`config.mk`:
```
export PLATFORM = sky130hd
export DESIGN_NAME = lca_4
export DESIGN_NICKNAME = d
export VERILOG_FILES = /design/src/rtl/lca_4.sv
export SDC_FILE = /design/constraint.sdc
export NUM_CORES = 1
export LEC_CHECK = 0
export BUFFER_PORTS_ARGS = -buffer_cell sky130_fd_sc_hd__buf_2
export CAP_MARGIN = 0
export CORE_AREA = 2 2 39 41
export CTS_CLUSTER_DIAMETER = 50
export DETAILED_ROUTE_END_ITERATION = 6
export DIE_AREA = 0 0 41 43
export HOLD_SLACK_MARGIN = 0.1
export SETUP_SLACK_MARGIN = 0.1
export SYNTH_ARGS = -nofsm -noshare
export SYNTH_HDL_FRONTEND = slang
export SYNTH_SLANG_ARGS = --single-unit
```
`constraint.sdc`:
```
create_clock -name clk -period 0.8 [get_ports clk]
set_input_delay 0.16 -clock clk [delete_from_list [all_inputs] [get_ports clk]]
set_output_delay 0.16 -clock clk [all_outputs]
set_load 0.005 [all_outputs]
```
`src/rtl/lca_4.sv`:
```
// lca_4: 4-bit carry-lookahead adder with registered sum and carry-out
module lca_4 (
  input  logic       clk,
  input  logic       rst_n,
  input  logic [3:0] A_in,
  input  logic [3:0] B_in,
  input  logic       C_1,
  output logic [3:0] S,
  output logic       CO
);
  logic [3:0] g, p, s_d, s_q;
  logic [4:0] c;
  logic       co_d, co_q;
  assign g = A_in & B_in;
  assign p = A_in ^ B_in;
  // Two-level lookahead carries: every carry is a flat sum of products of G, P and C_1.
  always_comb begin
    c[0] = C_1;
    c[1] = g[0] | (p[0] & C_1);
    c[2] = g[1] | (p[1] & g[0]) | (p[1] & p[0] & C_1);
    c[3] = g[2] | (p[2] & g[1]) | (p[2] & p[1] & g[0]) | (p[2] & p[1] & p[0] & C_1);
    c[4] = g[3] | (p[3] & g[2]) | (p[3] & p[2] & g[1]) | (p[3] & p[2] & p[1] & g[0])
         | (p[3] & p[2] & p[1] & p[0] & C_1);
    s_d  = p ^ c[3:0];
    co_d = c[4];
  end
  // Output register: one-cycle latency, cleared asynchronously while rst_n is low.
  always_ff @(posedge clk or negedge rst_n) begin
    if (!rst_n) begin
      s_q  <= 4'd0;
      co_q <= 1'b0;
    end else begin
      s_q  <= s_d;
      co_q <= co_d;
    end
  end
  assign S  = s_q;
  assign CO = co_q;
endmodule

```
==> results by group, run 1 <==
Min path
  – Hold-critical path depth: 3
  – Min-delay worst type: input pin to flip-flop
  – Hold endpoint: CO
  – Hold path startpoint: B_in[3]

Timing
  – Min setup slack post-route: -83.7 ps
  – Slew HR: 90.2%
  – Peak Freq: 1130 MHz
  – Crit share post-route: 110%
  – TNS Setup: -468 ps
  – Worst-Margin Slew: 147 ps
  – Fin. max-slew vios: 0
  – Fin Hold WS: 250 ps
  – RSZ-0062 raised after global routing: true
  – Post-route minimum period: 884 ps
  – Final setup vio count: 7
  – Hold Vio Cnt, Final: 0

Synth
  – Seq/Total Area, Yosys: 45.9%
  – Post-Syn Nets: 38
  – Yosys warns: 0
  – Mapped Cells: 22
  – Post-synthesis register bit count: 5
  – Avg Inst Size Synth: 12.4 um2
  – Synth cell types: 9
  – Mapped cell area: 273 um2

Power and ir drop
  – Total power draw: 846 uW
  – Pwr Density: 1620 mW/mm2
  – Maximum vdd drop: 449 uV
  – LEAKAGE: 0.000266 uW

Routing
  – Vias per cell: 3.89
  – DRT antenna net count: 0
  – Drt total wl: 546 um
  – DR WL/cell: 8.81 um
  – First-pass DRT Iterations: 2
  – Initial drt markers: 1
  – Drt drc: 0
  – Vias: 241

Finish
  – Post-layout util: 37.6%
  – Ant. Diodes: 0
  – # nets final: 63
  – Final Instance Area: 520 um2
  – P&R area growth vs syn: 90.8%
  – Layout cells sized above 1: 65.2%

Global route
  – Initial antenna violation count: 0
  – Largest net degree at the start of global routing: 6
  – First-pass GRT wire length: 876 um
  – Vias in the first global route: 241
  – All-Layer GR Usage: 7.65%
  – Gr ovfl total: 0

Critical path
  – Worst Setup Path Type: input pin to flip-flop
  – Crit-path cells: buf_6 -> ha_4 -> a21o_1 -> a31o_1 -> a21o_1
  – CP Capture Type: flip-flop
  – Cell mode on critical path: a21o_1
  – CP Depth: 5
  – Family with the most delay on the worst path: compound AO/OA/AOI/OAI gates
  – Slowest Stage Delay on Critical Path: 220 ps
  – Critical Path Slowest Stage Cell: ha_4
  – WP data arrival: 1010 ps
  – Worst Setup Start Kind: input pin
  – WP data required: 920 ps
  – WP buf/inv: 1
  – Largest fanout on the critical path: 2

Floorplanning
  – Core ar.: 0.00138 mm2
  – Site Rows: 14
  – Die ar.: 0.00176 mm2
  – # IOs: 16
  – Chip height: 43 um
  – Initial Utilization: 19.7%
  – Die X: 41 um

Clock tree
  – TritonCTS buffer count: 3
  – CTS Sinks: 5
  – Maximum clock path buffer count: 2
  – CTS root buffer: clkbuf_4
  – Clock-pin slew on the worst setup and hold paths: 40 ps
  – H-tree levels: 1
  – CTS tree: done

Run
  – Max-cap violations: 0

Outcome
  – Status: complete, but fails checks
  – Failing checks: negative setup slack

Placed design
  – PortBufs: 15
  – Routability cong.: 0.596
  – Post-Place Cell Area: 425 um2
## cells by family (layout without fill, tap and decap cells)
| family | count (synthesis) | in the layout | share of synthesized area, % |
|---|---|---|---|
| adder cells (fa/ha/maj) | 5 | 5 | 25.7 |
| XOR/XNOR | 3 | 3 | 9.63 |
| AO/OA/AOI/OAI | 5 | 5 | 13.3 |
| buffers and inverters | 4 | 28 | 5.50 |
| flip-flops | 5 | 5 | 45.9 |
## power breakdown
part | leakage, uW | total, uW | internal, uW | switching, uW
Combinational | 0.000192 | 261 | 157 | 104
Clock | 0.0000150 | 279 | 188 | 90.8
Sequential | 0.0000587 | 306 | 298 | 8.52
Total | 0.000266 | 846 | 642 | 204
## cells in the final DEF (no fill, tap or decap)
cell type / count
a21o_1: 3
buf_2: 11
inv_1: 1
buf_6: 3
ha_4: 3
a21oi_1: 1
inv_8: 1
dlygate4sd3_1: 1
inv_4: 1
buf_8: 1
inv_2: 1
buf_4: 4
ha_1: 1
xnor2_2: 1
a31o_1: 1
dfrtp_1: 5
clkbuf_1: 1
xnor2_1: 1
xor2_1: 1
fa_2: 1
clkbuf_4: 3
## per-stage QoR
stage	std cells	setup slack [ps]
floorplan	22	-222
finish	62	-83.7
global placement	56	-386
CTS	62	-133
detailed placement	56	-398
global route	62	-100
## registers in the layout (all words and copies together), names as in the netlist
register / count
S: 4
CO: 1
## Yosys cell counts (all sizes together)
library cell	n	area share [%]
ha	4	18
xnor2	2	6.4
a21oi	1	1.8
fa	1	7.3
inv	4	5.5
a31o	1	3.2
a21o	3	8.3
xor2	1	3.2
dfrtp	5	46
## cell type report
type / instances / area, um2
clock buffer: 4 / 26.3
fill: 144 / 863
inverter: 4 / 25.0
multi-input combinational: 13 / 180
sequential: 5 / 125
tap: 16 / 20.0
timing repair buffer: 20 / 144
## metal layers
layer	track usage, %	vias to the layer above	part of all wire [%]
li1	-	119	-
met1	8.74	106	39
met2	10.6	16	47
met3	1.57	0	14
met4	8.00	0	0
met5	0	-	0
## repair_timing
item / CTS / global route
pin swaps: 5 / 2
hold endpoints to repair: 5 / 0
gates cloned: 0 / 0
endpoints found under the setup margin: 10 / 10
hold buffers: 1 / 0
resized for setup: 7 / 5
setup buffers: 1 / 0
## how the worst max path moves through the flow
stage / startpoint / endpoint
2_1_floorplan: A_in[0] / CO
3_3_place_gp: A_in[0] / S[3]
3_5_place_dp: A_in[0] / CO
4_1_cts: A_in[0] / CO
5_1_grt: S[0] / S[0]
6_report: A_in[0] / CO
## worst min-delay path, delay by kind of cell
kind / cells / cell delay [ps]
adders and majority gates: 1 / 130
buffers and inverters: 1 / 80
AOI/OAI and AO/OA: 1 / 80
Note: power is estimated with default switching activity, not from simulation.
==> inputs of run 2 (changes only) <==
--- a/config.mk
+++ b/config.mk
@@ -7,11 +7,12 @@
 export LEC_CHECK = 0
 export BUFFER_PORTS_ARGS = -buffer_cell sky130_fd_sc_hd__buf_2
 export CAP_MARGIN = 0
-export CORE_AREA = 2 2 39 41
+export CORE_AREA = 3 3 40 42
 export CTS_CLUSTER_DIAMETER = 50
 export DETAILED_ROUTE_END_ITERATION = 6
-export DIE_AREA = 0 0 41 43
+export DIE_AREA = 0 0 43 45
 export HOLD_SLACK_MARGIN = 0.1
+export RECOVER_POWER = 25
 export SETUP_SLACK_MARGIN = 0.1
 export SYNTH_ARGS = -nofsm -noshare
 export SYNTH_HDL_FRONTEND = slang
==> results by group, run 2 (synthesized netlist as in run 1, its figures left out) <==
Clock tree
  – CTS root buffer: clkbuf_4
  – CTS tree: done
  – Maximum clock path buffer count: 2 (unchanged)
  – CTS Sinks: 5 (unchanged)
  – Clock-pin slew on the worst setup and hold paths: 40 ps (about the same)
  – H-tree levels: 1 (unchanged)
  – TritonCTS buffer count: 3 (unchanged)

Critical path
  – Crit-path cells: buf_8 -> ha_4 -> a21o_1 -> a31o_1 -> a21o_1
  – Worst Setup Start Kind: input pin
  – CP Capture Type: flip-flop
  – Worst Setup Path Type: input pin to flip-flop
  – WP data required: 920 ps (about the same)
  – Slowest Stage Delay on Critical Path: 230 ps (about the same)
  – WP data arrival: 1030 ps (+20 ps)
  – Critical Path Slowest Stage Cell: a31o_1
  – Cell mode on critical path: a21o_1
  – Largest fanout on the critical path: 2 (unchanged)

Power and ir drop
  – Sw power: 207 uW (+1.7%)
  – Clock power share: 32.8% (about the same)
  – LEAKAGE: 0.000268 uW (+0.68%)
  – P_int: 648 uW (+0.97%)
  – Pwr Density: 1620 mW/mm2 (about the same)
  – Total power draw: 855 uW (+1.1%)
  – Switching part of the total: 24.2% (+0.13 points)
  – Sequential share of power: 35.7% (-0.5 points)
  – Maximum vdd drop: 475 uV (+5.8%)
  – Logic pwr share: 31.5% (+0.6 points)

Finish
  – Commonest cells after routing, fill and taps aside: buf_2 (11), dfrtp_1 (5), buf_4 (5)
  – Post-layout util: 41.0% (+3.4 points)
  – # nets final: 64 (+1.6%)
  – Layout cells sized above 1: 66.0% (+0.74 points)
  – P&R area growth vs syn: 93.1%
  – Max reg flops: 4 (unchanged)
  – Post-Layout Cell Count: 62 (unchanged)
  – Most common cell after layout, fill and taps aside: buf_2
  – Ant. Diodes: 0 (unchanged)
  – # fillers: 125 (-13%)

Global route
  – Gr ovfl total: 0 (unchanged)
  – Vias in the first global route: 266 (+10%)
  – First-pass GRT wire length: 959 um (+9.5%)
  – Largest net degree at the start of global routing: 6 (unchanged)
  – All-Layer GR Usage: 7.21% (-0.44 points)
  – Initial antenna violation count: 0 (unchanged)

Placed design
  – Routability cong.: 0.652 (+9.5%)
  – Placed Cells incl. Taps: 55 (-1.8%)
  – PortBufs: 15 (unchanged)
  – HPWL after DPL: 422 um

Routing
  – Drt total wl: 524 um (-4.0%)
  – Vias: 234 (-2.9%)
  – DR WL/cell: 8.45 um (-4.0%)
  – Initial drt markers: 0 (-1)
  – Drt drc: 0 (unchanged)
  – DRT antenna net count: 0 (unchanged)
  – First-pass DRT Iterations: 1 (-1)
  – Vias per cell: 3.77 (-2.9%)

Min path
  – Hold endpoint: CO
  – Hold-critical path depth: 3 (unchanged)
  – Hold path startpoint: B_in[3]
  – Min-delay worst type: input pin to flip-flop

Timing
  – Fin. max-slew vios: 0 (unchanged)
  – Post-route minimum period: 905 ps (+20.8 ps)
  – Slew HR: 83.5% (-6.7 points)
  – Final setup vio count: 8 (+1)
  – Min setup slack post-route: -105 ps (-20.8 ps)
  – Peak Freq: 1110 MHz (-2.3%)
  – Crit share post-route: 113% (+2.6 points)
  – RSZ-0062 raised after global routing: true
  – Worst-Margin Slew: 248 ps (+101 ps)
  – Hold Vio Cnt, Final: 0 (unchanged)

Floorplanning
  – Chip height: 45 um (+4.7%)
  – Die X: 43 um (+4.9%)
  – Site Rows: 13 (-1)
  – Initial Utilization: 21.2% (+1.5 points)
  – Die ar.: 0.00194 mm2 (+9.8%)
  – # IOs: 16 (unchanged)
  – Core ar.: 0.00128 mm2 (-7.1%)

Outcome
  – Failing checks: negative setup slack
  – Status: complete, but fails checks

Run
  – Max-cap violations: 0 (unchanged)
[run 2: cell types whose count changed in the layout (fill, tap and decap cells not counted)]
cell	delta
buf_8	+1
buf_6	-2
a21oi_1	-1
buf_4	+1
clkbuf_1	+1
a21oi_2	+1
[run 2: repair_timing]
action / CTS / global route
gates resized for setup: 7 / 5
hold endpoints to repair: 5 / 0
setup endpoints to repair: 10 / 10
cloned: 0 / 0
hold buffers: 1 / 0
buffers inserted: 1 / 1
pin swaps: 6 / 6
[run 2: worst max path at each step]
stage / end / slack [ps] / from / cells after the start
2_1_floorplan: CO / -220 / A_in[0] / 4
4_1_cts: CO / -130 / A_in[0] / 5
5_1_grt: CO / -140 / A_in[0] / 5
3_3_place_gp: CO / -400 / A_in[0] / 5
6_report: CO / -100 / A_in[0] / 5
3_5_place_dp: CO / -400 / A_in[0] / 5
[run 2: cell type report]
type / count / area (um2) / area share (%)
clock buffer: 4 / 26.3 / 4.99
inverter: 4 / 25.0 / 4.75
multi-input combinational: 13 / 184 / 34.9
sequential: 5 / 125 / 23.8
tap: 15 / 18.8 / 3.56
timing repair buffer: 21 / 148 / 28.0
[run 2: through the flow]
step           hold WS [ps]  TNS, ps  cell area [um2]  worst slack (ps)
4_1_cts                 245     -623              503              -129
2_1_floorplan          -136     -591              308              -222
6_report                248     -555              527              -105
3_5_place_dp          -21.4    -1560              424              -398
5_1_grt                 265     -806              527              -141
3_3_place_gp          -25.0    -1530              424              -400
[run 2: metal layers]
layer	part of all wire [%]	track usage, %
met4	0	10.8
met5	0	0
met2	55	11.7
met1	34	6.63
met3	11	0.797
[run 2: critical path: cells and delay by family]
family	cells	cell delay, ps
adders and majority gates	1	220
AOI/OAI and AO/OA	3	550
buffers and inverters	1	100
[run 2: power groups by stage]
stage	Sequential, uW	Clock (uW)	Combinational [uW]
floorplan	320	0	93.0
finish	306	281	269
detailed placement	310	0	216
global route	309	313	304
CTS	306	301	245
global placement	309	0	211
